===== config.mk =====
export PLATFORM = sky130hd
export DESIGN_NAME = mem_access_unit
export DESIGN_NICKNAME = d
export VERILOG_FILES = /design/src/rtl/mem_access_unit.sv
export SDC_FILE = /design/constraint.sdc
export NUM_CORES = 1
export LEC_CHECK = 0
export CORE_MARGIN = 1.5
export CORE_UTILIZATION = 42
export CTS_BUF_LIST = sky130_fd_sc_hd__clkbuf_8
export DETAILED_ROUTE_END_ITERATION = 8
export HOLD_SLACK_MARGIN = 0.06
export PLACE_DENSITY_LB_ADDON = 0.3
export SETUP_SLACK_MARGIN = 0.05
export SYNTH_ARGS = -nofsm -noshare
export SYNTH_HDL_FRONTEND = slang
export SYNTH_SLANG_ARGS = --single-unit

===== constraint.sdc =====
create_clock -name mem_Clk -period 6.3 [get_ports mem_Clk]
set_input_delay 0.945 -clock mem_Clk [delete_from_list [all_inputs] [get_ports mem_Clk]]
set_output_delay 0.945 -clock mem_Clk [all_outputs]
set_load 0.03 [all_outputs]

===== src/rtl/mem_access_unit.sv =====
// ---------------------------------------------------------------------------
// mem_access_unit
//
// CPU-side initiator for the data port of the unified instruction/data
// memory. Takes one load/store at a time from the execute stage over a
// valid/ready handshake, runs the memory-side sequence and returns exactly
// one response pulse per accepted request.
//
// Memory is big-endian: the byte at address A lives in bits 31:24 of the
// word read at A. Sub-word stores are done as read-modify-write: the word is
// read first, the new byte/halfword is merged into its top bits, and the
// full word is written back.
//
// Parameters
//   READ_LATENCY  cycles address/read are held before read data is captured
//                 (1..15)
//   MEM_BYTES     memory size in bytes; legal iff addr+3 < MEM_BYTES
//   IDLE_ADDR     address parked on data_memory_a while idle
//
// Ports
//   mem_Clk            clock, rising edge
//   mem_Reset_n        asynchronous active-low reset
//   req_valid          request present
//   req_ready          unit can accept a request this cycle
//   req_write          1 = store, 0 = load
//   req_size           00 byte, 01 halfword, 10 word, 11 illegal
//   req_signed         loads only: sign-extend (1) / zero-extend (0)
//   req_addr           byte address
//   req_wdata          store data, right-justified for sub-word sizes
//   resp_valid         one-cycle response pulse
//   resp_rdata         extended load result; 0 for stores and errors
//   resp_error         error flag, qualified by resp_valid
//   data_memory_a      memory byte address
//   data_memory_read   memory read enable
//   data_memory_write  memory write enable
//   data_memory_out_v  store word to memory
//   data_memory_in_v   read word from memory
//
// State table
//   state | meaning
//   IDLE  | waiting for a request; address parked on IDLE_ADDR
//   READ  | address + read enable held READ_LATENCY cycles, data captured
//         | on the last edge
//   WRITE | one-cycle write of the (possibly merged) store word
//   RESP  | one-cycle response pulse, memory side parked
// ---------------------------------------------------------------------------
module mem_access_unit #(
  parameter int unsigned READ_LATENCY = 1,
  parameter int unsigned MEM_BYTES    = 65536,
  parameter logic [31:0] IDLE_ADDR    = 32'hFFFF_FFFC
) (
  input  logic        mem_Clk,
  input  logic        mem_Reset_n,
  input  logic        req_valid,
  output logic        req_ready,
  input  logic        req_write,
  input  logic [1:0]  req_size,
  input  logic        req_signed,
  input  logic [31:0] req_addr,
  input  logic [31:0] req_wdata,
  output logic        resp_valid,
  output logic [31:0] resp_rdata,
  output logic        resp_error,
  output logic [31:0] data_memory_a,
  output logic        data_memory_read,
  output logic        data_memory_write,
  output logic [31:0] data_memory_out_v,
  input  logic [31:0] data_memory_in_v
);

  typedef enum logic [1:0] {
    IDLE  = 2'd0,
    READ  = 2'd1,
    WRITE = 2'd2,
    RESP  = 2'd3
  } state_t;

  localparam logic [1:0] SIZE_BYTE = 2'b00;
  localparam logic [1:0] SIZE_HALF = 2'b01;
  localparam logic [1:0] SIZE_WORD = 2'b10;
  localparam logic [1:0] SIZE_BAD  = 2'b11;

  // Down-counter reload: the counter hits zero on the last READ edge.
  localparam logic [3:0] LAT_RELOAD = 4'(READ_LATENCY - 1);
  localparam logic [32:0] MEM_LIMIT = 33'(MEM_BYTES);

  state_t      state;
  logic [3:0]  lat_cnt;
  logic        op_write;
  logic [1:0]  op_size;
  logic        op_signed;
  // Only the low halfword is needed after acceptance; word stores drive
  // data_memory_out_v straight from req_wdata at the accepting edge.
  logic [15:0] op_wdata;

  logic        acc_err;

  // Acceptance-time error check. The range check is done in 33 bits so an
  // address near 2^32 cannot wrap around into a legal-looking value.
  function automatic logic access_error(input logic [1:0]  size,
                                        input logic [31:0] addr);
    logic [32:0] last_byte;
    logic        err;
    last_byte = {1'b0, addr} + 33'd3;
    err = 1'b0;
    if (size == SIZE_BAD)
      err = 1'b1;
    else if ((size == SIZE_HALF) && addr[0])
      err = 1'b1;
    else if ((size == SIZE_WORD) && (addr[1:0] != 2'b00))
      err = 1'b1;
    else if (last_byte >= MEM_LIMIT)
      err = 1'b1;
    else if (addr == IDLE_ADDR)
      err = 1'b1;
    return err;
  endfunction

  // Load extraction from the captured word (big-endian: lowest address in
  // the top bits).
  function automatic logic [31:0] load_extract(input logic [1:0]  size,
                                               input logic        sgn,
                                               input logic [31:0] w);
    logic [31:0] r;
    case (size)
      SIZE_BYTE: r = {{24{sgn & w[31]}}, w[31:24]};
      SIZE_HALF: r = {{16{sgn & w[31]}}, w[31:16]};
      default:   r = w;
    endcase
    return r;
  endfunction

  // Merge of store data into the captured word for read-modify-write.
  function automatic logic [31:0] store_merge(input logic [1:0]  size,
                                              input logic [15:0] wd,
                                              input logic [31:0] w);
    logic [31:0] r;
    case (size)
      SIZE_BYTE: r = {wd[7:0], w[23:0]};
      SIZE_HALF: r = {wd[15:0], w[15:0]};
      default:   r = w;
    endcase
    return r;
  endfunction

  assign acc_err   = access_error(req_size, req_addr);
  assign req_ready = (state == IDLE) && mem_Reset_n;

  always_ff @(posedge mem_Clk or negedge mem_Reset_n) begin
    if (!mem_Reset_n) begin
      state             <= IDLE;
      lat_cnt           <= 4'd0;
      op_write          <= 1'b0;
      op_size           <= 2'b00;
      op_signed         <= 1'b0;
      op_wdata          <= 16'h0000;
      resp_valid        <= 1'b0;
      resp_rdata        <= 32'h0000_0000;
      resp_error        <= 1'b0;
      data_memory_a     <= IDLE_ADDR;
      data_memory_read  <= 1'b0;
      data_memory_write <= 1'b0;
      data_memory_out_v <= 32'h0000_0000;
    end else begin
      case (state)
        IDLE: begin
          resp_valid <= 1'b0;
          if (req_valid) begin
            op_write  <= req_write;
            op_size   <= req_size;
            op_signed <= req_signed;
            op_wdata  <= req_wdata[15:0];
            if (acc_err) begin
              // Memory side stays parked; go straight to the response.
              state      <= RESP;
              resp_valid <= 1'b1;
              resp_error <= 1'b1;
              resp_rdata <= 32'h0000_0000;
            end else if (req_write && (req_size == SIZE_WORD)) begin
              state             <= WRITE;
              data_memory_a     <= req_addr;
              data_memory_write <= 1'b1;
              data_memory_out_v <= req_wdata;
            end else begin
              // Loads and sub-word stores both start with a read.
              state            <= READ;
              data_memory_a    <= req_addr;
              data_memory_read <= 1'b1;
              lat_cnt          <= LAT_RELOAD;
            end
          end
        end

        READ: begin
          if (lat_cnt == 4'd0) begin
            data_memory_read <= 1'b0;
            if (op_write) begin
              // Address is kept; only the enables change for the write.
              state             <= WRITE;
              data_memory_write <= 1'b1;
              data_memory_out_v <= store_merge(op_size, op_wdata,
                                               data_memory_in_v);
            end else begin
              state         <= RESP;
              data_memory_a <= IDLE_ADDR;
              resp_valid    <= 1'b1;
              resp_error    <= 1'b0;
              resp_rdata    <= load_extract(op_size, op_signed,
                                            data_memory_in_v);
            end
          end else begin
            lat_cnt <= lat_cnt - 4'd1;
          end
        end

        WRITE: begin
          state             <= RESP;
          data_memory_write <= 1'b0;
          data_memory_a     <= IDLE_ADDR;
          resp_valid        <= 1'b1;
          resp_error        <= 1'b0;
          resp_rdata        <= 32'h0000_0000;
        end

        RESP: begin
          state      <= IDLE;
          resp_valid <= 1'b0;
        end

        default: begin
          state             <= IDLE;
          resp_valid        <= 1'b0;
          data_memory_a     <= IDLE_ADDR;
          data_memory_read  <= 1'b0;
          data_memory_write <= 1'b0;
        end
      endcase
    end
  end

endmodule


==> results.md <==
- The critical path goes through clkdlybuf4s50_1, nand4_1, or4_1, o41ai_2, o211ai_1, a2111o_1, or4_1, buf_4, and2_1, buf_4, o21ai_0.
- The number of setup buffers added after CTS is 0.
- For the worst flop-to-flop path, the logic depth is 10.
- The standard cell with the maximum stage delay on the critical path is sky130_fd_sc_hd__or4_1.
- The run finished with clean final reports.
- The start of the worst register-to-register path is state[1]$_DFFE_PN0P_.
- For the pin with the worst max-slew slack, the measured transition is ~960 ps.
- The final weighted congestion in routability-driven placement is ~0.86.
- The classification of the worst-slack hold path is register to register.
- Each instance of the synthesized netlist takes up on average 9.772 um2.
- The initial antenna violation count is 0.
- The average routed wire per standard cell is 18.05 um.
- For this block, the via count after detailed routing is slightly below 6,000.
- The remaining antenna violation count is 0.
- Yosys printed 0 warnings.
- In the global route stage, overall resource usage came out at between 20% and 30%.
- The H-tree generated during clock tree synthesis spans 4 levels.
- Dividing the detail-routed via count by the number of cells gives roughly 5.3.
- The synthesized cell area is between 6000 and 7000 um2.
- The number of enable-type register cells in the synthesized netlist is 0.
- The final layout contains between 900 and 1,000 nets.
- Including well taps, the total number of placed cells is around 1,100.
- For this configuration, the core starts out at a cell density of between 40 and 50%.
- The largest single stage delay on the critical path is roughly 710 ps.
- The worst register-to-register path has a setup slack of 2870 ps.
- For the worst setup path, the data arrival time is approximately 4800 ps.
- Along the worst path, the maximum fanout reaches 30.
- The total I/O pin count is between 200 and 250.
- The netlist uses 53 different library cells.
- The worst supply voltage drop on vdd is ~0.26 mV.
- The highest layer used for signal routing is met4.
- The critical path runs through a total of 11 cells.
- Summed over all layers, the global routing overflow is 0.
- The final sum of negative setup slack is 0 ps.
- The most frequent standard cell in the layout excluding fill and tap cells is sky130_fd_sc_hd__clkdlybuf4s50_1.
- The number of setup violations in the final report is 0.
- Summing the sequential cell areas from Yosys gives 48.01% of the chip area.
- After floorplanning, the core was sized to cover about 15,000 um2.
- Across the run, the number of max-cap violations was 0.
- The post-synthesis instance total is 680.
- The share of synthesized area in the top cell type comes to a little over a third.
- The area of the die is around 17,000 um2.
- Row generation in the floorplan step produced 45 rows.
- The period utilization is roughly 70%.
- For the worst-skew pair, the clock arrives at the later sink with an insertion delay of roughly 440 ps.
- The clock passes through at most 2 buffers.
- Counting both buffers and inverters, the worst setup path holds a total of 3.
- The nature of the critical path startpoint is an input pin.
- The first TritonRoute pass finished after 9 iterations.
- The number of diodes is 0.
- Excluding fillers, the count of instances in the completed layout stands at between 1,000 and 1,500.
- The first-pass GRT wire length is between 30 and 40 mm.
- Leaving out fill and tap cells, the most frequent cells in the layout are 202 x sky130_fd_sc_hd__clkdlybuf4s50_1, 96 x sky130_fd_sc_hd__dfrtp_1, 79 x sky130_fd_sc_hd__mux2i_1.
- After detailed routing, the total wire length is approximately 20 mm.
- At the worst endpoint, the required time is 6650 ps.
- The highest clock rate is approximately 230 MHz.
- The kind of cell with the highest combined delay along the critical path is simple AND/OR/NAND/NOR gates.
- After detailed routing, the number of remaining DRC violations is 0.
- By area the synthesized netlist is led by sky130_fd_sc_hd__dfrtp_1 36%, sky130_fd_sc_hd__mux2i_1 12%, sky130_fd_sc_hd__dfstp_2 12%.
- The proportion of register bits with asynchronous set or reset after synthesis is 100.0%.
- Entering global routing, the biggest net connects 76 pins.
- The worst register-to-register path ends at data_memory_out_v[1]$_DFFE_PN0P_.
- The number of buffers inserted by hold repair at cts is 0.
- The clock period could shrink to between 4000 and 5000 ps.
- Counting every net in the synthesized netlist gives 790.
- The clock-pin slew reported for the worst setup and hold paths after clock tree synthesis is ~70 ps.
- Setup repair after global routing left no endpoint under its margin.
- Measured against its own limit, the worst slew margin works out to around 36%.
- Between clock sinks in the finished design, the worst skew comes to 8.993 ps.
- The critical path is of the input pin to register type.
- The critical path starts at req_addr[9].
- The number of gates resized after CTS was 0.
- The ratio of cells with drive above 1 in the final layout is 14.09%.
- The leading area contributor after synthesis is sky130_fd_sc_hd__dfrtp_1.
- Clock tree synthesis inserted a total of 17 buffers.
- The tree is rooted in a sky130_fd_sc_hd__clkbuf_8.
- The leakage dissipation is 3.995 nW.
- The number of global-route vias before repair came to approximately 5,500.
- The flop and latch count out of synthesis is approximately 130.
- Measured along the y axis, the die boundary spans 128.8 um.
- The number of I/O port buffers is 203.
- The number of max-slew violations in the final report is 0.
- The power density over cell area is about 530 nW/um2.
- From synthesis to final layout, the design area changed by 39.35%.
- The chip width is about 130 um.
- The length of routed met2 wiring is 8.989 mm.
- The half-perimeter wire length after placement is 14.64 mm.
- After detailed routing, the met3 layer carries ~1.3 mm of wire.
- The number of sinks handled by clock tree synthesis is approximately 130.
- The number of hold violations in the final report came to 0.
- The clock tree from TritonCTS is built.
- The prevailing post-synth register cell is sky130_fd_sc_hd__dfrtp_1.
- The endpoint of the worst setup timing path is data_memory_out_v[1]$_DFFE_PN0P_.
- STA classifies the critical path endpoint as a register.
- The violation count after the first detailed-routing iteration is about 400.
- After detailed routing, the wire length on met1 is 8.989 mm.
-- per-layer routing --
| metal | GRT usage [%] | up-vias |
|---|---|---|
| li1 | - | 2782 |
| met1 | 34.30 | 2798 |
| met2 | 36.96 | 213 |
| met3 | 5.114 | 34 |
| met4 | 7.601 | 0 |
| met5 | 0 | - |
-- state kept, by name, indices dropped and copies added (netlist names) --
| register | flops |
|---|---|
| resp_rdata | 32 |
| data_memory_read | 1 |
| op_write | 1 |
| lat_cnt | 4 |
| state | 2 |
| op_signed | 1 |
| data_memory_out_v | 32 |
| resp_error | 1 |
| op_size | 2 |
| resp_valid | 1 |
| op_wdata | 16 |
| data_memory_a | 32 |
| data_memory_write | 1 |
-- worst min-delay path by stage --
stage | slack, ps | start | cells past startpoint | endpoint
2_1_floorplan | 480 | op_wdata[10]$_DFFE_PN0P_ | 1 | op_wdata[10]$_DFFE_PN0P_
3_3_place_gp | 460 | data_memory_a[5]$_DFFE_PN1P_ | 2 | data_memory_a[5]$_DFFE_PN1P_
3_5_place_dp | 460 | data_memory_a[18]$_DFFE_PN1P_ | 2 | data_memory_a[18]$_DFFE_PN1P_
4_1_cts | 470 | data_memory_a[19]$_DFFE_PN1P_ | 2 | data_memory_a[19]$_DFFE_PN1P_
5_1_grt | 480 | data_memory_a[13]$_DFFE_PN1P_ | 2 | data_memory_a[13]$_DFFE_PN1P_
6_report | 470 | data_memory_a[30]$_DFFE_PN1P_ | 2 | data_memory_a[30]$_DFFE_PN1P_
-- Yosys cell counts (4+ instances only) --
cell	count
sky130_fd_sc_hd__nor2b_1	4
sky130_fd_sc_hd__inv_1	46
sky130_fd_sc_hd__o21ai_2	17
sky130_fd_sc_hd__a21oi_1	20
sky130_fd_sc_hd__mux2i_1	79
sky130_fd_sc_hd__o211ai_1	13
sky130_fd_sc_hd__a31oi_1	5
sky130_fd_sc_hd__dfrtp_1	96
sky130_fd_sc_hd__buf_1	6
sky130_fd_sc_hd__o31ai_1	23
sky130_fd_sc_hd__a211oi_1	7
sky130_fd_sc_hd__mux2_2	23
sky130_fd_sc_hd__nand3_1	33
sky130_fd_sc_hd__nor3_1	6
sky130_fd_sc_hd__dfstp_2	30
sky130_fd_sc_hd__ha_1	7
sky130_fd_sc_hd__clkbuf_1	33
sky130_fd_sc_hd__nor2_1	68
sky130_fd_sc_hd__o21ai_0	35
sky130_fd_sc_hd__nand2_1	64
sky130_fd_sc_hd__nor4_1	4
sky130_fd_sc_hd__nand4_1	6
-- area by class of cell --
type	instances	area (um2)
Fill cell	1319	6055
Multi-Input combinational cell	463	3118
Clock inverter	12	135.1
Timing Repair Buffer	213	2105
Tap cell	211	264.0
Sequential cell	126	3191
Inverter	46	172.7
Clock buffer	20	275.3
-- tightest hold or removal path, stage by stage, from the launching register on --
cell	delay, ps
sky130_fd_sc_hd__dfstp_2	370
sky130_fd_sc_hd__inv_1	40
sky130_fd_sc_hd__mux2i_1	60
-- kinds of logic after synthesis --
group           after synthesis  synth area share (%)
buf+inv                      91                 5.536
simple gates                204                 13.76
flops                       126                 48.01
compound gates              148                 15.31
xor+xnor                      2                0.2637
mux                         102                 15.80
fa+ha+maj                     7                 1.318
-- per-stage QoR --
stage          total power [W]  area, um2  utilization [%]  setup slack (ps)  hold WS, ps
2_1_floorplan         0.003210       6645                -              2548        479.2
3_3_place_gp          0.004148       8850            57.79              1555        456.4
3_5_place_dp          0.004198       8850            57.79              1446        461.3
4_1_cts               0.004929       9260            60.47              1913        474.0
5_1_grt               0.005202       9260            60.47              1622        483.5
6_report              0.004901       9260            60.47              1868        469.0
-- report_power, final --
group	leakage [nW]	internal (W)	switching, W
clock	0.198	0.000385	0.000337
sequential	1.53	0.00122	0.000212
combinational	2.27	0.00111	0.00164
No activity file was read; power rests on OpenSTA's default activity.
